<file path="src/rtl/lcd_nibble_writer.sv">
// Sends one byte to the Spartan-3E character LCD as two 4-bit nibbles.
// The upper nibble goes first, with setup, LCD_E high and hold timing.
module lcd_nibble_writer #(
  parameter int SETUP_CYCLES      = 2,
  parameter int EN_HIGH_CYCLES    = 12,
  parameter int HOLD_CYCLES       = 1,
  parameter int NIBBLE_GAP_CYCLES = 50,
  parameter int CMD_WAIT_CYCLES   = 2000,
  parameter int CNT_W             = 16
) (
  input  logic       Clock,
  input  logic       Reset,
  input  logic       iWriteBegin,
  input  logic [7:0] iData,
  output logic       oWriteDone,
  output logic [3:0] oSender,
  output logic       oLCD_EN
);

  typedef enum logic [3:0] {
    S_IDLE,
    S_HI_SETUP,
    S_HI_EN,
    S_HI_HOLD,
    S_GAP,
    S_LO_SETUP,
    S_LO_EN,
    S_LO_HOLD,
    S_WAIT,
    S_DONE
  } state_t;

  localparam logic [CNT_W-1:0] L_SETUP = CNT_W'(SETUP_CYCLES - 1);
  localparam logic [CNT_W-1:0] L_EN    = CNT_W'(EN_HIGH_CYCLES - 1);
  localparam logic [CNT_W-1:0] L_HOLD  = CNT_W'(HOLD_CYCLES - 1);
  localparam logic [CNT_W-1:0] L_GAP   = CNT_W'(NIBBLE_GAP_CYCLES - 1);
  localparam logic [CNT_W-1:0] L_WAIT  = CNT_W'(CMD_WAIT_CYCLES - 1);

  state_t           r_state;
  logic [CNT_W-1:0] r_cnt;
  logic [7:0]       r_byte;

  state_t           w_nxt;
  logic [CNT_W-1:0] w_lim;
  logic             w_timed;
  logic             w_last;
  logic [7:0]       w_byte_nxt;

  always_comb begin
    w_lim   = '0;
    w_timed = 1'b1;
    unique case (r_state)
      S_HI_SETUP, S_LO_SETUP: w_lim = L_SETUP;
      S_HI_EN, S_LO_EN:       w_lim = L_EN;
      S_HI_HOLD, S_LO_HOLD:   w_lim = L_HOLD;
      S_GAP:                  w_lim = L_GAP;
      S_WAIT:                 w_lim = L_WAIT;
      default:                w_timed = 1'b0;
    endcase
  end

  assign w_last = (r_cnt == w_lim);

  always_comb begin
    w_nxt = r_state;
    unique case (r_state)
      S_IDLE:     if (iWriteBegin) w_nxt = S_HI_SETUP;
      S_HI_SETUP: if (w_last) w_nxt = S_HI_EN;
      S_HI_EN:    if (w_last) w_nxt = S_HI_HOLD;
      S_HI_HOLD:  if (w_last) w_nxt = S_GAP;
      S_GAP:      if (w_last) w_nxt = S_LO_SETUP;
      S_LO_SETUP: if (w_last) w_nxt = S_LO_EN;
      S_LO_EN:    if (w_last) w_nxt = S_LO_HOLD;
      S_LO_HOLD:  if (w_last) w_nxt = S_WAIT;
      S_WAIT:     if (w_last) w_nxt = S_DONE;
      S_DONE:     w_nxt = S_IDLE;
      default:    w_nxt = S_IDLE;
    endcase
  end

  // The byte is only ever loaded on the IDLE edge that accepts a request.
  assign w_byte_nxt = (r_state == S_IDLE && iWriteBegin) ? iData : r_byte;

  // Outputs are registered from the next state so pins change cleanly on the edge.
  always_ff @(posedge Clock or posedge Reset) begin
    if (Reset) begin
      r_state    <= S_IDLE;
      r_cnt      <= '0;
      r_byte     <= 8'h00;
      oWriteDone <= 1'b0;
      oSender    <= 4'h0;
      oLCD_EN    <= 1'b0;
    end else begin
      r_state <= w_nxt;
      r_byte  <= w_byte_nxt;
      if (w_nxt != r_state || !w_timed)
        r_cnt <= '0;
      else
        r_cnt <= r_cnt + 1'b1;
      oWriteDone <= 1'b0;
      oSender    <= 4'h0;
      oLCD_EN    <= 1'b0;
      unique case (w_nxt)
        S_HI_SETUP, S_HI_HOLD: oSender <= w_byte_nxt[7:4];
        S_LO_SETUP, S_LO_HOLD: oSender <= w_byte_nxt[3:0];
        S_HI_EN: begin
          oSender <= w_byte_nxt[7:4];
          oLCD_EN <= 1'b1;
        end
        S_LO_EN: begin
          oSender <= w_byte_nxt[3:0];
          oLCD_EN <= 1'b1;
        end
        S_DONE:  oWriteDone <= 1'b1;
        default: ;
      endcase
    end
  end

endmodule

</file>
<file path="config.mk">
export PLATFORM = sky130hd
export DESIGN_NAME = lcd_nibble_writer
export DESIGN_NICKNAME = d
export VERILOG_FILES = /design/src/rtl/lcd_nibble_writer.sv
export SDC_FILE = /design/constraint.sdc
export NUM_CORES = 1
export LEC_CHECK = 0
export CORE_UTILIZATION = 60
export CTS_CLUSTER_DIAMETER = 50
export CTS_CLUSTER_SIZE = 24
export DETAILED_ROUTE_END_ITERATION = 8
export PLACE_DENSITY = 0.84
export REMOVE_ABC_BUFFERS = 1
export SLEW_MARGIN = 30
export SYNTH_ARGS = -nofsm -noshare
export SYNTH_HDL_FRONTEND = slang
export SYNTH_SLANG_ARGS = --single-unit
</file>
<file path="constraint.sdc">
create_clock -name Clock -period 5.2 [get_ports Clock]
set_clock_uncertainty 0.1 [all_clocks]
set_input_delay 1.56 -clock Clock [delete_from_list [all_inputs] [get_ports Clock]]
set_output_delay 1.56 -clock Clock [all_outputs]
set_load 0.02 [all_outputs]
</file>
# --- Word level (Yosys, flattened, before mapping) ---
# Cells that the tools add are included.
op_classes:
  eq_ne: 17
  n_reduce_logical: 10
  addsub: 1
  muxes: 17
op_table:
  columns: ["cell", "count"]
  rows:
  - ["$pmux 11 s4", 1]
  - ["$mux 4", 9]
  - ["$pmux 4 s9", 1]
  - ["$eq 4x3->1 const B", 7]
  - ["$add 16x1->16 const B", 1]
  - ["$eq 16x16->1", 1]
  - ["$eq 4x2->1 const B", 4]
  - ["$mux 16", 1]
  - ["$eq 4x1->1 const B", 2]
  - ["$eq 4x4->1 const B", 2]
  - ["$mux 8", 1]
  - ["$pmux 4 s2", 1]
  - ["$reduce_or 8->1", 1]
  - ["$reduce_or 2->1", 3]
  - ["$reduce_or 3->1", 2]
  - ["$logic_not 4->1", 1]
  - ["$ne 4x4->1", 1]
  - ["$mux 1", 3]
  - ["$logic_and 1x1->1", 1]
  - ["$logic_not 1->1", 1]
  - ["$logic_or 1x1->1", 1]
word_totals:
  wordCells: 51
  reg_bits: 34

# --- Depth between registers and ports, before layout ---
# Gate-level depths: netlist of the first run.
logic_depth:
  depth_word: 9
  mapped_depth: 8

# --- Least setup slack after synthesis of the first run ---
# OpenSTA, ideal clock, no wires.
synth_timing:
  kind: "input to register"
  from: "in iWriteBegin"
  to: "reg oSender[0]"
  arrival_ns: 2.534
  stages: 4
  path_buffers: 0
  required_time_ns: 4.978
  path_slack_ns: 2.445
  cell_sequence: "nand3b_1 mux2_2 nor2b_1 a32o_1"
synth_between:
  word_cells_on_any_way: 13
synth_rtl:
  columns: ["item", "line", "rtl"]
  rows:
  - ["start: declaration", "13", "input logic iWriteBegin,"]
  - ["$logic_and 1x1->1", "82", "assign w_byte_nxt = (r_state == S_IDLE && iWriteBegin) ? iData : r_byte;"]
  - ["$mux 8", "82", null]
  - ["via w_byte_nxt[0]", "47", "logic [7:0] w_byte_nxt;"]
  - ["$pmux 4 s2", "103", "unique case (w_nxt)"]
  - ["end signal: assignment", "104", "S_HI_SETUP, S_HI_HOLD: oSender <= w_byte_nxt[7:4];"]
  - ["end signal: assignment", "105", "S_LO_SETUP, S_LO_HOLD: oSender <= w_byte_nxt[3:0];"]
  - ["end signal: assignment", "107", "oSender <= w_byte_nxt[7:4];"]
  - ["end: declaration", "16", "output logic [3:0] oSender,"]
# The timed path passes the listed nets, and every way through them passes these cells.

# --- Worst setup path in the final report of the first run ---
# Same ends and word-level chain as after synthesis.

==> results of run 1 <==
==> synth_stat cells (all sizes together), types with 3 or more instances <==
cell type	number	area, um2
or4	3	22.5
nand2b	3	18.8
a21oi	3	15.0
xnor2	4	35.0
nor2b	4	25.0
xor2	11	96.3
clkbuf	3	11.3
mux2	9	101
inv	4	15.0
dfrtp	34	851
or2	3	18.8
nand4	3	18.8
nand3	4	20.0
nor2	26	97.6
nand2	12	45.0
a32o	4	40.0
==> registers in the layout (all words and copies together), names as in the netlist <==
signal,cells
oLCD_EN,1
oSender,4
oWriteDone,1
r_byte,8
r_cnt,16
r_state,4
==> per-stage QoR <==
| stage | util | hold slack, ns | cell area, um2 | setup WS (ns) |
|---|---|---|---|---|
| 6_report | 0.719 | 0.404 | 1960 | 2.14 |
| 5_1_grt | 0.719 | 0.425 | 1960 | 2.08 |
| 3_3_place_gp | 0.697 | 0.373 | 1900 | 1.85 |
| 2_1_floorplan | - | 0.365 | 1700 | 2.44 |
| 4_1_cts | 0.719 | 0.407 | 1960 | 2.14 |
| 3_5_place_dp | 0.697 | 0.383 | 1900 | 1.79 |
==> kinds of logic after synthesis <==
kind of cell               count (synthesis)  share of synthesized area
and+or+nand+nor                           76                      0.234
DFF                                       34                      0.495
AOI/OAI and AO/OA                         20                     0.0961
xor gates and xnor gates                  15                     0.0764
muxes                                     11                     0.0706
buffers and inverters                      9                     0.0211
adders and majority gates                  1                    0.00728
==> power by group <==
| group | switching (mW) | total [mW] | leakage, nW | internal [mW] |
|---|---|---|---|---|
| clock network | 0.0809 | 0.146 | 0.0353 | 0.0655 |
| logic | 0.00629 | 0.0135 | 0.406 | 0.00719 |
| registers | 0 | 0.264 | 0.460 | 0.264 |
==> worst max-delay path, stage by stage <==
cell             delay, ns
clkdlybuf4s50_1       0.51
nand3b_1              0.32
mux2_2                0.40
nor2b_1               0.13
a32o_1                0.26
==> area by class of cell <==
class                   count  area (um2)
repair buffers             17         168
multi-input cells         123         832
clock inverters             1        5.00
clock buffers               7        55.1
inverters                   4        15.0
fillers                   198         769
flip-flops and latches     34         851
well taps                  31        38.8
==> worst max path at each step <==
stage	from	to	depth (start not counted)
2_1_floorplan	iWriteBegin	oSender[0]$_DFF_PP0_	4
3_3_place_gp	iWriteBegin	oSender[3]$_DFF_PP0_	5
3_5_place_dp	iWriteBegin	oSender[0]$_DFF_PP0_	5
4_1_cts	iWriteBegin	oSender[0]$_DFF_PP0_	5
5_1_grt	iWriteBegin	oSender[3]$_DFF_PP0_	5
6_report	iWriteBegin	oSender[0]$_DFF_PP0_	5
==> metal layers <==
metal	up-vias	global-route usage
met5	-	0
met4	0	0.0857
met3	7	0.0585
met2	33	0.330
met1	632	0.324
li1	624	-
==> impl_metrics.tcl, run 1 <==
set metrics [dict create \
    fin_cells 217 \
    core_area_um2 2730 \
    syn_area_um2 1720 \
    hold_path_class "flip-flop to flip-flop" \
    r2r-end "oSender[2]$_DFF_PP0_" \
    drt_iter0_drc 52 \
    synth_cells 166 \
    place.port_buffers 16 \
    yosys_warnings 0 \
    r2r_slack_ns 2.38 \
    wirelength_um 3120 \
    status "finished, final reports clean" \
    met3_length_um 155 \
    cts_root_buffer "clkbuf_4" \
    path_clk_slew_ns 0.09 \
    drive_gt1_frac 0.140 \
    met1Wirelength_um 1450 \
    fin_setup_tns_ns 0 \
    rsz0062_at_grt "no" \
    final_cell_mix "34 x dfrtp_1, 26 x nor2_1, 16 x clkdlybuf4s50_1" \
    wl_met2_um 1480 \
    synth-edff-count 0 \
    vdd_drop_max_mv 0.204 \
    cp_max_fo 9 \
    start_kind "input pin" \
    avgSynthCellArea_um2 10.4 \
    grt_max_degree 33 \
    final_common_cell "dfrtp_1" \
    yosysUniqueCellTypes 44 \
    yosysSeqAreaShare 0.495 \
    fp-row-count 19 \
    n_antenna_cell 0 \
    num_vias 1296 \
    tightestPinTransition_ns 0.649 \
    fin_nets 197 \
    grt-ovfl-total 0 \
    clock_sinks 34 \
    avgRoutedWirePerCell_um 14.4 \
    synthArstFlopShare 1.00 \
    cap_viol_max_count 0 \
    cts_max_path_buffers 2 \
    numCtsBuffers 5 \
    htree_levels 2 \
    clk_latency_ns 0.32 \
    cts_resized 0 \
    fp.dieW_um 55.5 \
    power_uw 424 \
    area_delta_synth_final_pct 14.3 \
    dieArea_um2 3080 \
    boundaryPins 17 \
    grt_pass1_vias 1207 \
    slew_headroom 0.567 \
    rr_worst_depth 6 \
    whs_endpoint "r_byte[3]$_DFF_PP0_" \
    endpoint_kind "flip-flop" \
    hold_viol 0 \
    dr.pass1.iters 4 \
    arrival_ns 3.18 \
    hold_start "r_byte[3]$_DFF_PP0_" \
    grt_antenna_before_repair 0 \
    cts_tree "yes" \
    antenna_left 0 \
    path_class "input pin to flip-flop" \
    fmax_ghz 0.327 \
    setup_viol 0 \
    route.detailed.drc 0 \
    fin_crit_sh 0.589 \
    via_per_inst 5.97 \
    p_per_area_nw_per_um2 216 \
    ctsHoldBuffers 0 \
    cts_setup_buffers 0 \
    dp_cells 209 \
    r2r_start "r_state[0]$_DFF_PP0_" \
    grt_pass1_wl_um 5380 \
    maxUsedRoutingLayer "met4" \
    yosys_register_bits 34 \
    synth_top_flop_cell "dfrtp_1" \
    chipHeight_um 55.5 \
    slew_viol_final 0 \
    track_usage 0.225 \
    whs_path_depth 1 \
    p_leak_nw 0.901 \
    fin_crit_ns 3.06 \
    critPathRequiredTime_ns 5.32 \
    place_congestion 0.835 \
    dp_hpwl_um 2350 \
    start_util 0.629 \
]
(Power assumes the default switching activity.)
==> inputs of run 2 (changes only) <==
- CORE_UTILIZATION: 60 -> 50
- PLACE_DENSITY: 0.84 -> 0.75
- clock period: 5.2 -> 2.7 ns (I/O delays scaled with it)
==> run 2 against run 1 <==
Net effect:
- combinational power up 89%
- via count up 1.5%
- flip-flop and latch count unchanged
- non-clock buffer count up 7
- cell area rose by 6.1%
- sequential power is 93% higher
- largest power group unchanged
==> impl_metrics.tcl, run 2 (synthesis results as in run 1) <==
set metrics [dict create \
    swShare 0.178 \
    setup_slack_ns 0.144 \
    p_comb_frac 0.025 \
    dieArea_um2 3680 \
    grt_pass1_wl_um 5560 \
    fp-row-count 20 \
    final_common_cell "dfrtp_1" \
    hold_path_class "flip-flop to flip-flop" \
    multi_input_area_um2 832 \
    clk_latency_ns 0.34 \
    num_vias 1315 \
    vdd_drop_max_mv 0.279 \
    power_switching_uw 180 \
    power_mw 1.02 \
    fin_nets 204 \
    dp_hpwl_um 2400 \
    largest_register_ffs 16 \
    start_util 0.545 \
    numCtsBuffers 5 \
    tightestPinTransition_ns 0.631 \
    fin_crit_ns 2.56 \
    endpoint_kind "flip-flop" \
    drt_iter0_drc 49 \
    final_cell_mix "34 x dfrtp_1, 26 x nor2_1, 16 x clkdlybuf4s50_1" \
    cts_setup_buffers 0 \
    final-seq-area_um2 851 \
    setup_viol 0 \
    grt_antenna_before_repair 0 \
    fillers 265 \
    antenna_left 0 \
    cts_root_buffer "clkbuf_4" \
    drive_gt1_frac 0.171 \
    avgRoutedWirePerCell_um 14.2 \
    seq_power_share 0.500 \
    cts_max_path_buffers 2 \
    path_clk_slew_ns 0.11 \
    hold_viol 0 \
    p_per_area_nw_per_um2 488 \
    start_kind "flip-flop" \
    via_per_inst 5.55 \
    chipHeight_um 60.6 \
    area_delta_synth_final_pct 21.3 \
    placed_cell_area_um2 1970 \
    fin_setup_tns_ns 0 \
    dr.pass1.iters 4 \
    cts_tree "yes" \
    ctsHoldBuffers 0 \
    critPathRequiredTime_ns 2.84 \
    p_int_uw 836 \
    boundaryPins 17 \
    core_area_um2 3150 \
    p_leak_nw 0.961 \
    largest_register "r_cnt" \
    place_ws_ns 0.132 \
    place.port_buffers 16 \
    place_congestion 0.802 \
    slew_headroom 0.579 \
    fmax_ghz 0.391 \
    path_class "flip-flop to flip-flop" \
    top_regs "r_cnt x16, r_byte x8" \
    cts_resized 0 \
    n_antenna_cell 0 \
    htree_levels 2 \
    arrival_ns 2.69 \
    fin_crit_sh 0.947 \
    clock_sinks 34 \
    grt_max_degree 35 \
    p_clk_frac 0.475 \
    status "finished, final reports clean" \
    cap_viol_max_count 0 \
    grt_pass1_vias 1233 \
    cp_max_fo 6 \
    track_usage 0.209 \
    wirelength_um 3370 \
    slew_viol_final 0 \
    route.detailed.drc 0 \
    fp.dieW_um 60.6 \
    final_area_um2 2080 \
    grt-ovfl-total 0 \
    rsz0062_at_grt "no" \
]
[run 2: final cells by class]
class / instances / share of cell area
clock inverter: 2 / 0.0288
sequential: 34 / 0.408
tap: 44 / 0.0264
inverter: 4 / 0.00720
multi-input combinational: 123 / 0.399
clock buffer: 6 / 0.0246
timing repair buffer: 24 / 0.106
[run 2: worst max-delay path, cell delays in order (launching register included)]
cell and delay [ns]:
dfrtp_1 0.42, or4b_1 0.68, o21ai_1 0.14, mux2_2 0.38, a21boi_2 0.22, nand3_1 0.23, a32o_1 0.29
[run 2: metal layers]
| metal | GRT usage | vias up | part of all wire |
|---|---|---|---|
| li1 | - | 632 | - |
| met2 | 0.369 | 39 | 0.51 |
| met3 | 0.0576 | 8 | 0.047 |
| met1 | 0.239 | 636 | 0.43 |
| met5 | 0 | - | 0 |
| met4 | 0.0877 | 0 | 0.016 |
[run 2: metrics by stage]
step / util / hold WS (ns) / instances
floorplan: - / 0.365 / 161
global placement: 0.626 / 0.376 / 229
detailed placement: 0.626 / 0.383 / 229
CTS: 0.661 / 0.408 / 237
global route: 0.661 / 0.425 / 237
finish: 0.661 / 0.403 / 237
[run 2: power by group through the flow]
stage	Clock (mW)	Combinational (mW)	Sequential (mW)
2_1_floorplan	0	0.00799	0.519
3_3_place_gp	0	0.0257	0.519
3_5_place_dp	0	0.0264	0.519
4_1_cts	0.491	0.0266	0.509
5_1_grt	0.509	0.0287	0.509
6_report	0.483	0.0255	0.509
[run 2: path summary, 6_finish.rpt]
check / start / to / slack, ns / cells past startpoint
worst min register to register: r_byte[2]$_DFF_PP0_ / r_byte[2]$_DFF_PP0_ / 0.40 / 1
min in group asynchronous: Reset / r_byte[3]$_DFF_PP0_ / 0.75 / 3
worst max register to register: r_state[0]$_DFF_PP0_ / oSender[2]$_DFF_PP0_ / 0.14 / 6
worst min-delay path: r_byte[2]$_DFF_PP0_ / r_byte[2]$_DFF_PP0_ / 0.40 / 1
worst max-delay path: r_state[0]$_DFF_PP0_ / oSender[2]$_DFF_PP0_ / 0.14 / 6
max in group asynchronous: Reset / r_cnt[0]$_DFF_PP0_ / 1.45 / 3
